`src/rtl/ula_pkg.sv`:
```
// Shared definitions for the sequential ALU: control codes, aluOp classes,
// funct fields, FSM states and the control decoder.
package ula_pkg;

   typedef enum logic [3:0] {
      CTRL_AND   = 4'b0000,
      CTRL_OR    = 4'b0001,
      CTRL_ADD   = 4'b0010,
      CTRL_SUB   = 4'b0110,
      CTRL_SLT   = 4'b0111,
      CTRL_SLTU  = 4'b1000,
      CTRL_MULT  = 4'b1001,
      CTRL_MULTU = 4'b1010,
      CTRL_DIV   = 4'b1011,
      CTRL_NOR   = 4'b1100,
      CTRL_DIVU  = 4'b1101,
      CTRL_MFHI  = 4'b1110,
      CTRL_MFLO  = 4'b1111
   } ctrl_t;

   localparam logic [1:0] ALUOP_MEM   = 2'b00;
   localparam logic [1:0] ALUOP_BEQ   = 2'b01;
   localparam logic [1:0] ALUOP_RTYPE = 2'b10;
   localparam logic [1:0] ALUOP_RSVD  = 2'b11;

   localparam logic [5:0] FUNCT_ADD   = 6'b100000;
   localparam logic [5:0] FUNCT_SUB   = 6'b100010;
   localparam logic [5:0] FUNCT_AND   = 6'b100100;
   localparam logic [5:0] FUNCT_OR    = 6'b100101;
   localparam logic [5:0] FUNCT_NOR   = 6'b100111;
   localparam logic [5:0] FUNCT_SLT   = 6'b101010;
   localparam logic [5:0] FUNCT_SLTU  = 6'b101011;
   localparam logic [5:0] FUNCT_MULT  = 6'b011000;
   localparam logic [5:0] FUNCT_MULTU = 6'b011001;
   localparam logic [5:0] FUNCT_DIV   = 6'b011010;
   localparam logic [5:0] FUNCT_DIVU  = 6'b011011;
   localparam logic [5:0] FUNCT_MFHI  = 6'b010000;
   localparam logic [5:0] FUNCT_MFLO  = 6'b010010;

   typedef enum logic [1:0] {
      OCIOSO = 2'b00,
      MULT   = 2'b01,
      DIV    = 2'b10,
      FIM    = 2'b11
   } state_t;

   typedef struct packed {
      ctrl_t ctrl;
      logic  invalid;
   } dec_t;

   // Unknown classes or funct fields fall back to AND and raise invalid.
   function automatic dec_t decode(input logic [1:0] aluop, input logic [5:0] funct);
      dec_t d;
      d.ctrl    = CTRL_AND;
      d.invalid = 1'b0;
      case (aluop)
         ALUOP_MEM:   d.ctrl = CTRL_ADD;
         ALUOP_BEQ:   d.ctrl = CTRL_SUB;
         ALUOP_RTYPE: begin
            case (funct)
               FUNCT_ADD:   d.ctrl = CTRL_ADD;
               FUNCT_SUB:   d.ctrl = CTRL_SUB;
               FUNCT_AND:   d.ctrl = CTRL_AND;
               FUNCT_OR:    d.ctrl = CTRL_OR;
               FUNCT_NOR:   d.ctrl = CTRL_NOR;
               FUNCT_SLT:   d.ctrl = CTRL_SLT;
               FUNCT_SLTU:  d.ctrl = CTRL_SLTU;
               FUNCT_MULT:  d.ctrl = CTRL_MULT;
               FUNCT_MULTU: d.ctrl = CTRL_MULTU;
               FUNCT_DIV:   d.ctrl = CTRL_DIV;
               FUNCT_DIVU:  d.ctrl = CTRL_DIVU;
               FUNCT_MFHI:  d.ctrl = CTRL_MFHI;
               FUNCT_MFLO:  d.ctrl = CTRL_MFLO;
               default:     d.invalid = 1'b1;
            endcase
         end
         default:     d.invalid = 1'b1;
      endcase
      return d;
   endfunction

endpackage

```
`src/rtl/ula_mult_div.sv`:
```
// Iterative multiply/divide datapath: one shift-add or restoring-division
// bit per step on operand magnitudes, sign applied to the final step's result.
module ula_mult_div #(
   parameter int WIDTH = 32
) (
   input  logic             clk,
   input  logic             reset,
   input  logic             load,
   input  logic             step,
   input  logic             is_div,
   input  logic             is_signed,
   input  logic [WIDTH-1:0] a,
   input  logic [WIDTH-1:0] b,
   output logic             last,
   output logic [WIDTH-1:0] res_hi,
   output logic [WIDTH-1:0] res_lo
);

   localparam int CW = $clog2(WIDTH);

   logic [WIDTH-1:0]   hi_r, lo_r, op_r;
   logic [CW-1:0]      cnt;
   logic               div_r, neg_q, neg_r;
   logic               a_neg, b_neg;
   logic [WIDTH-1:0]   a_mag, b_mag;
   logic [WIDTH:0]     sum, shifted;
   logic               ge;
   logic [WIDTH-1:0]   diff, nxt_hi, nxt_lo;
   logic [2*WIDTH-1:0] prod;

   always_comb begin
      a_neg = is_signed & a[WIDTH-1];
      b_neg = is_signed & b[WIDTH-1];
      a_mag = a_neg ? -a : a;
      b_mag = b_neg ? -b : b;
   end

   // hi_r: running upper product / partial remainder; lo_r: multiplier / dividend-quotient.
   // NOTE: every register here is a flop written with <=, so all branches see pre-edge values.
   always_ff @(posedge clk) begin
      if (reset) begin
         hi_r  <= '0;
         lo_r  <= '0;
         op_r  <= '0;
         cnt   <= '0;
         div_r <= 1'b0;
         neg_q <= 1'b0;
         neg_r <= 1'b0;
      end else if (load) begin
         hi_r  <= '0;
         lo_r  <= a_mag;
         op_r  <= b_mag;
         cnt   <= '0;
         div_r <= is_div;
         neg_q <= a_neg ^ b_neg;
         neg_r <= a_neg;
      end else if (step) begin
         hi_r  <= nxt_hi;
         lo_r  <= nxt_lo;
         cnt   <= cnt + CW'(1);
      end
   end

   // NOTE: every output of this block is assigned before any branch, so no latch is inferred.
   always_comb begin
      sum     = {1'b0, hi_r} + {1'b0, (lo_r[0] ? op_r : {WIDTH{1'b0}})};
      shifted = {hi_r, lo_r[WIDTH-1]};
      ge      = shifted >= {1'b0, op_r};
      diff    = shifted[WIDTH-1:0] - op_r;
      nxt_hi  = sum[WIDTH:1];
      nxt_lo  = {sum[0], lo_r[WIDTH-1:1]};
      if (div_r) begin
         nxt_hi = ge ? diff : shifted[WIDTH-1:0];
         nxt_lo = {lo_r[WIDTH-2:0], ge};
      end
      prod = {nxt_hi, nxt_lo};
      if (neg_q) prod = -prod;
      res_hi = prod[2*WIDTH-1:WIDTH];
      res_lo = prod[WIDTH-1:0];
      if (div_r) begin
         res_lo = neg_q ? -nxt_lo : nxt_lo;
         res_hi = neg_r ? -nxt_hi : nxt_hi;
      end
   end

   assign last = (cnt == CW'(WIDTH-1));

endmodule

```
`src/rtl/ula_sequencial.sv`:
```
// Sequential MIPS-style ALU: single-cycle ops complete at the accepting edge,
// mult/div iterate WIDTH cycles in ula_mult_div and land in hi/lo.
module ula_sequencial
   import ula_pkg::*;
#(
   parameter int WIDTH = 32
) (
   input  logic             clk,
   input  logic             reset,
   input  logic [1:0]       aluOp,
   input  logic [5:0]       operacao,
   input  logic [WIDTH-1:0] a,
   input  logic [WIDTH-1:0] b,
   input  logic             start,
   output logic [WIDTH-1:0] resultado,
   output logic             zero,
   output logic             done,
   output logic             busy,
   output logic             invalido
);

   state_t           state, state_nxt;
   dec_t             dec;
   logic [WIDTH-1:0] hi, lo, alu_res, md_hi, md_lo;
   logic             is_mul, is_div, is_signed, div_zero;
   logic             accept, load, step, finish, md_last;

   always_comb begin
      dec       = decode(aluOp, operacao);
      is_mul    = dec.ctrl inside {CTRL_MULT, CTRL_MULTU};
      is_div    = dec.ctrl inside {CTRL_DIV, CTRL_DIVU};
      is_signed = dec.ctrl inside {CTRL_MULT, CTRL_DIV};
      div_zero  = is_div && (b == '0);
   end

   always_comb begin
      alu_res = a & b;
      case (dec.ctrl)
         CTRL_OR:   alu_res = a | b;
         CTRL_ADD:  alu_res = a + b;
         CTRL_SUB:  alu_res = a - b;
         CTRL_NOR:  alu_res = ~(a | b);
         CTRL_SLT:  alu_res = WIDTH'($signed(a) < $signed(b));
         CTRL_SLTU: alu_res = WIDTH'(a < b);
         CTRL_MFHI: alu_res = hi;
         CTRL_MFLO: alu_res = lo;
         default:   alu_res = a & b;
      endcase
   end

   always_ff @(posedge clk) begin
      if (reset) state <= OCIOSO;
      else       state <= state_nxt;
   end

   // FIM is the done cycle; it accepts a new request exactly like OCIOSO.
   always_comb begin
      state_nxt = state;
      accept    = 1'b0;
      load      = 1'b0;
      step      = 1'b0;
      finish    = 1'b0;
      case (state)
         OCIOSO, FIM: begin
            state_nxt = OCIOSO;
            if (start) begin
               accept = 1'b1;
               if (is_mul) begin
                  load      = 1'b1;
                  state_nxt = MULT;
               end else if (is_div && !div_zero) begin
                  load      = 1'b1;
                  state_nxt = DIV;
               end
            end
         end
         MULT, DIV: begin
            step = 1'b1;
            if (md_last) begin
               finish    = 1'b1;
               state_nxt = FIM;
            end
         end
         default: state_nxt = OCIOSO;
      endcase
   end

   assign busy = (state == MULT) || (state == DIV);

   ula_mult_div #(.WIDTH(WIDTH)) u_mult_div (
      .clk       (clk),
      .reset     (reset),
      .load      (load),
      .step      (step),
      .is_div    (is_div),
      .is_signed (is_signed),
      .a         (a),
      .b         (b),
      .last      (md_last),
      .res_hi    (md_hi),
      .res_lo    (md_lo)
   );

   // NOTE: hi/lo are architectural state visible through mfhi/mflo, so they are reset explicitly.
   always_ff @(posedge clk) begin
      if (reset) begin
         resultado <= '0;
         zero      <= 1'b1;
         done      <= 1'b0;
         invalido  <= 1'b0;
         hi        <= '0;
         lo        <= '0;
      end else begin
         done <= 1'b0;
         if (finish) begin
            hi        <= md_hi;
            lo        <= md_lo;
            resultado <= md_lo;
            zero      <= (md_lo == '0);
            invalido  <= 1'b0;
            done      <= 1'b1;
         end else if (accept && !load) begin
            done <= 1'b1;
            if (div_zero) begin
               hi        <= a;
               lo        <= '1;
               resultado <= '1;
               zero      <= 1'b0;
               invalido  <= 1'b0;
            end else begin
               resultado <= alu_res;
               zero      <= (alu_res == '0);
               invalido  <= dec.invalid;
            end
         end
      end
   end

endmodule

```
`config.mk`:
```
export PLATFORM = sky130hd
export DESIGN_NAME = ula_sequencial
export DESIGN_NICKNAME = d
export VERILOG_FILES = /design/src/rtl/ula_pkg.sv /design/src/rtl/ula_mult_div.sv /design/src/rtl/ula_sequencial.sv
export SDC_FILE = /design/constraint.sdc
export NUM_CORES = 1
export LEC_CHECK = 0
export CAP_MARGIN = 15
export CORE_ASPECT_RATIO = 0.9
export CORE_MARGIN = 2
export CORE_UTILIZATION = 49
export DETAILED_ROUTE_END_ITERATION = 12
export PLACE_DENSITY = 0.72
export SLEW_MARGIN = 20
export SYNTH_ARGS = -nofsm -noshare
export SYNTH_HDL_FRONTEND = slang
export SYNTH_SLANG_ARGS = --single-unit
```
`constraint.sdc`:
```
create_clock -name clk -period 9.35 [get_ports clk]
set_input_delay 1.87 -clock clk [delete_from_list [all_inputs] [get_ports clk]]
set_output_delay 1.87 -clock clk [all_outputs]
set_load 0.01 [all_outputs]
```
Word-level counts from Yosys, hierarchy flattened
Index checks and enable logic that the tools add are counted.
- flip-flop bits (word level): 205
- output and inout bits: 36
- input port bits: 75
- reductions and logical operators: 24
- equality and inequality tests: 32
- $lt $le $gt $ge: 3
- muxes and demuxes: 47
- bitwise operators: 6
- add/sub/neg operators: 10
- operators with widths (kind ; count):
    32-bit two-way mux ; 21
    32-bit case mux with 8 select lines ; 1
    32-bit negation ; 4
    32-bit logical NOT ; 3
    32-bit less-than comparator ; 2
    64-bit two-way mux ; 1
    64-bit negation ; 1
    32-bit subtractor ; 2
    4-bit case mux with 12 select lines ; 1
    6-bit equality test, second input constant ; 7
    6-bit by 5-bit equality test with 1-bit output, second input constant ; 6
    32-bit by 32-bit adder with 33-bit output ; 1
    33-bit by 32-bit >= comparator with 1-bit output ; 1
    32-bit adder ; 1
    32-bit bitwise AND ; 1
    4-bit equality test, second input constant ; 8
    32-bit NOT ; 1
    32-bit OR ; 1
    1-bit two-way mux ; 16
    13-bit OR reduction ; 1
    4-bit case mux with 3 select lines ; 1
    2-bit nonzero test ; 6
    2-bit OR reduction ; 5
    4-bit by 3-bit equality test with 1-bit output, second input constant ; 2
    17 further kinds ; 28

Logic depth before layout (Yosys ltp)
- depth after elaboration: 16
- mapped depth: 18
- gate-level depth less buffers: 16

By module
From an unflattened synthesis, not the netlist that was laid out.
- cell total of the unflattened synthesis: 3186
- area, all modules: 22760.6 µm²
- modules (own cells, without submodules) (module ; area each (µm²) ; sequential area each (µm²) ; cells each ; instances):
    ula_mult_div ; 12440.7 ; 2082.0 ; 1741 ; 1
    ula_sequencial ; 10319.9 ; 2021.9 ; 1445 ; 1

Worst setup path before layout
Ideal clock, no wire load.
- kind: input -> register
- from: input port a[4]
- to: register zero
- data required time: 9.263 ns
- stages on the path: 14
- arrival: 5.262 ns
- path slack: 4.001 ns
- path buffers: 1
- library setup time: 0.087 ns
- cell sequence: inv_1 ha_1 buf_2 nor4_1 o31ai_1 a2111oi_1 a211o_1 xnor2_1 o221ai_1 a21oi_1 nand4_1 or4b_1 or4_1 o31ai_1
- word-level cells in the longest chain between the ends: 7
- elaborated cells between the ends (all ways): 12
- classes of those cells: add/sub (2); order compare (2); mux (4); bitwise (3); reduce/logical (1)
- RTL lines (item ; line ; text):
    from (decl) ; ula_sequencial.sv:12 ; input logic [WIDTH-1:0] a,
    branches (longest 2 deep; another with 32-bit subtractor) ; -- ;
    32-bit case mux with 8 select lines (*) ; ula_sequencial.sv:38 ; case (dec.ctrl)
    32-bit logical NOT (*) ; ula_sequencial.sv:132 ; zero <= (alu_res == '0);
    1-bit two-way mux (*) ; ula_sequencial.sv:124 ; if (div_zero) begin
    1-bit two-way mux (*) ; ula_sequencial.sv:122 ; end else if (accept && !load) begin
    1-bit two-way mux (*) ; ula_sequencial.sv:115 ; if (finish) begin
    to (signal assigned) ; ula_sequencial.sv:119 ; zero <= (md_lo == '0);
    to (signal assigned) ; ula_sequencial.sv:132 ;
    to (decl) ; ula_sequencial.sv:16 ; output logic zero,
Every way passes the cells marked *. The select of a mux whose other input is x is not followed.
A chain may end at the register's enable or synchronous reset.

Final worst setup path
- from: input port b[1]
- to: register resultado[15]
- word-level cells in the longest chain between the ends: 11
- elaborated cells between the ends (all ways): 17
- classes of those cells: add/sub (2); mux (8); reduce/logical (7)
- RTL lines (item ; line ; text):
    from (decl) ; ula_sequencial.sv:13 ; input logic [WIDTH-1:0] b,
    branches (longest 11 deep; another with 32-bit subtractor) ; -- ;
    to (signal assigned) ; ula_sequencial.sv:118 ; resultado <= md_lo;
    to (signal assigned) ; ula_sequencial.sv:131 ; resultado <= alu_res;
    to (decl) ; ula_sequencial.sv:15 ; output logic [WIDTH-1:0] resultado,
Several ways; the timed one is not identified. The select of a mux whose other input is x is not followed.

==> Flow_metrics.wiki <==
{| class="wikitable"
! Metric !! Value
|-
| Net switching share of the total power || 0.3491
|-
| Unrepaired setup endpoints after global routing || no
|-
| Number of buffers inserted during clock tree synthesis || 25
|-
| Endpoints failing setup || 0
|-
| Global-route usage over all layers || 0.4322
|-
| Crit Path Class || in2reg
|-
| Adder-cell share of the synthesized area || 0.09296
|-
| Worst hold path cell count || 1
|-
| Final instance area || 25340 um2
|-
| Root Driver || clkbuf_16
|-
| Part of the total power dissipated in the clock network || 0.393
|-
| Average vias per placed instance || 7.003
|-
| Via count of the first global-routing pass || 24218
|-
| Setup slack of the worst register-to-register path || 3.32 ns
|-
| Iteration-0 DRC Markers || 4258
|-
| Fraction of synthesized area in multiplexers || 0.03954
|-
| Synth area leaders || dfxtp_1 (18%), ha_1 (8.9%), nor2_1 (5.8%), a21oi_1 (5.7%), xnor2_1 (4.9%)
|-
| Setup Buffers After CTS || 0
|-
| Floorplan die area || 48840 um2
|-
| Average footprint of a synthesized cell || 7.189 um2
|-
| Psw || 0.9073 mW
|-
| Class of the most critical hold timing path || reg2reg
|-
| Congestion Overflow GR || 0
|-
| Flop and latch count out of synthesis || 205
|-
| Fin. Hold Viols || 0
|-
| Logic pwr share || 0.260
|-
| Pint || 1.692 mW
|-
| Slew at the pin closest to its max-slew limit || 1.300 ns
|-
| Via count of the routed design || 26780
|-
| Arrival time of data at the critical path endpoint || 7.55 ns
|-
| Post-route total power || 2.599 mW
|-
| CP endpoint kind || flop
|-
| Result of the run || complete, no violations
|-
| Clock tree from TritonCTS || done
|-
| Yosys warning count || 0
|-
| Top_reg_cell synth || dfxtp_1
|-
| Post-Synthesis Net Count || 3453
|-
| Simple-gate share of the synthesized area || 0.2337
|-
| Initial antenna violation count || 8
|-
| Synth unique cells || 112
|-
| Fraction of power consumed by sequential logic || 0.347
|-
| Worst slack at placement || 2.106 ns
|-
| RR Endpoint || hi[29]
|-
| Minimum period implied by the final worst setup slack || 7.085 ns
|-
| Worst vdd rail ir drop || 0.1321 mV
|-
| Share of the core filled with cells in the final layout || 0.5444
|-
| Routability congestion estimate from global placement || 1.153
|-
| Period Utilization, post-route || 0.7577
|-
| Clk sink count || 205
|-
| Site row count || 75
|-
| Worst Hold Launch || resultado[14]
|-
| Area share of the leading cell type in the synthesized netlist || 0.1779
|-
| Routed length per instance || 28.63 um
|-
| Share of synthesized registers carrying an async set or reset || 0
|-
| First-pass iteration count of the detailed router || 6
|-
| PD cells || 102.6 nW/um2
|-
| Slew HR || 0.1273
|-
| Clock edge transition at the registers on the reported setup and hold paths || 0.05 ns
|-
| Source-to-sink clock delay at the later pin of the worst-skew pair || 0.59 ns
|-
| Count of boundary I/O pins || 111
|-
| Final net count || 3430
|-
| Final routed DRC violation total || 0
|-
| Worst clock skew on the final layout || 0.04239 ns
|-
| Starting density of the core || 0.4957
|-
| Critical Path RT || 9.81 ns
|-
| Worst-case setup margin in the final layout || 2.265 ns
|-
| Min-Delay Endpoint || resultado[14]
|-
| Xor and xnor fraction of the mapped netlist area || 0.06264
|-
| Maximum fanout encountered on the critical timing path || 18
|-
| Routed Antenna Nets || 0
|-
| Post-cts repair resize count || 0
|-
| Cell area reported after detailed placement || 24500 um2
|-
| Total Neg Setup Slack || 0 ns
|-
| Leakage power || 10.04 nW
|-
| HPWL after DPL || 84570 um
|-
| Proportion of synthesized chip area in sequential cells || 0.1779
|-
| Synthesis-to-layout area growth || 9.832%
|-
| Chip Height || 209.9 um
|-
| Proportion of layout cells with a drive suffix above 1 || 0.05462
|-
| EDFF count, synth || 0
|-
| Maximum clock rate || 141.1 MHz
|-
| Instance count of the mapped netlist || 3209
|-
| Share of the synthesized area in compound gates (AO/OA/AOI/OAI) || 0.3287
|-
| Global-route wire length before repair || 159500 um
|-
| Core area || 46540 um2
|-
| Die X || 232.7 um
|-
| Area of the mapped netlist || 23070 um2
|-
| Hold-fix buffers, CTS || 0
|-
| Maximum clock path buffer count || 3
|-
| Final Slew Violations || 0
|-
| Count of buffers inserted at the top-level ports || 110
|-
| Beginning of the worst register-to-register path || u_mult_div.op_r[29]
|-
| Count of H-tree levels built during CTS || 1
|-
| Largest family of logic cells by synthesized area || compound AO/OA/AOI/OAI gates
|-
| Depth of the most critical reg-to-reg path || 14
|-
| Startpoint types || primary input
|-
| Area leader, netlist || dfxtp_1
|-
| Final WL || 109500 um
|-
| Largest net degree at the start of global routing || 70
|-
| Max-Cap Viols || 0
|}
## cell families (layout without fill, tap and decap cells)
| family | Yosys count | after routing |
|---|---|---|
| AOI/OAI and AO/OA | 1094 | 1094 |
| xor gates and xnor gates | 165 | 165 |
| adders and majority gates | 169 | 169 |
| buffers and inverters | 375 | 370 |
| DFF | 205 | 205 |
| muxes | 90 | 90 |
| other | 0 | 4 |
| and+or+nand+nor | 1111 | 1111 |
## worst max-delay path, cell delays in order
cell             delay (ns)
clkdlybuf4s50_1        0.65
inv_1                  0.19
ha_1                   0.26
nor3b_1                0.15
buf_4                  0.18
and4_1                 0.24
nand4_1                0.32
o211ai_2               0.14
a221oi_1               0.75
o21ai_1                0.51
nand2_1                0.79
clkinv_1               0.66
o21ai_0                0.41
a21oi_1                0.21
a21o_1                 0.21
## layout by cell type, fill, tap and decap left out, types with 25 or more instances in the layout
master	n
nor4_1	28
ha_1	165
a31oi_1	46
nand2_1	269
a21oi_1	265
dfxtp_1	203
a211oi_1	123
o211ai_1	45
a21o_1	56
o31ai_1	43
nand2b_1	35
nor3_1	76
nor2_1	353
inv_1	166
clkbuf_16	25
buf_4	45
xnor2_1	128
or3_1	34
mux2i_1	81
xor2_1	36
nor2b_1	29
and2_1	55
o21ai_0	171
nand4_1	50
nand3_1	66
clkdlybuf4s50_1	109
o22ai_1	26
## flip-flops by register name (all words and copies together) (netlist names), 2 cells and up
name             count
state                2
lo                  32
resultado           32
u_mult_div.hi_r     32
u_mult_div.cnt       5
u_mult_div.op_r     32
u_mult_div.lo_r     32
hi                  32
## how the worst max path moves through the flow
stage                start             to  cells after the start
2_1_floorplan         a[4]           zero                     14
3_3_place_gp   operacao[2]         hi[18]                     13
3_5_place_dp          b[1]  resultado[15]                     15
4_1_cts               b[1]  resultado[15]                     15
5_1_grt               b[1]  resultado[15]                     15
6_report              b[1]  resultado[15]                     15
## power groups by stage
stage	combinational (mW)	sequential, mW	clock (mW)
2_1_floorplan	0.371	0.919	0
3_3_place_gp	0.646	0.920	0
3_5_place_dp	0.642	0.919	0
4_1_cts	0.647	0.900	1.02
5_1_grt	0.703	0.901	1.05
6_report	0.677	0.901	1.02
## stage by stage
stage	hold slack, ns	instances
after floorplan	0.4312	3209
after CTS	0.4506	3819
after global placement	0.4343	3774
after global routing	0.4718	3820
final	0.4453	3824
after detailed placement	0.4382	3774
## synthesized netlist by cell type, types with 26 or more instances
cell type    n
nor2_1     355
nand2_1    269
a21oi_1    265
dfxtp_1    205
o21ai_0    171
inv_1      167
ha_1       165
clkbuf_1   142
xnor2_1    129
a211oi_1   124
mux2i_1     81
nor3_1      76
nand3_1     66
a21o_1      56
and2_1      56
nand4_1     50
a31oi_1     46
o211ai_1    45
o31ai_1     43
buf_2       39
xor2_1      36
nand2b_1    35
or3_1       34
nor4_1      30
nor2b_1     29
o22ai_1     26
## per-layer routing
layer | GRT usage | routed length, um | share of wire
met4 | 0.1750 | 4884 | 0.045
met1 | 0.5962 | 44550 | 0.41
met2 | 0.6318 | 45480 | 0.42
met5 | 0.006048 | 170 | 0.0016
met3 | 0.1179 | 14380 | 0.13
## cell type report
| class | count | area (um2) |
|---|---|---|
| diodes | 4 | 10.01 |
| clock buffers | 34 | 689.4 |
| clock inverters | 11 | 132.6 |
| fillers | 4548 | 21210 |
| inverters | 170 | 638.1 |
| multi-input cells | 2629 | 17560 |
| flip-flops and latches | 205 | 4109 |
| well taps | 616 | 770.7 |
| repair buffers | 155 | 1434 |
Power figures use the tool's default switching activity.
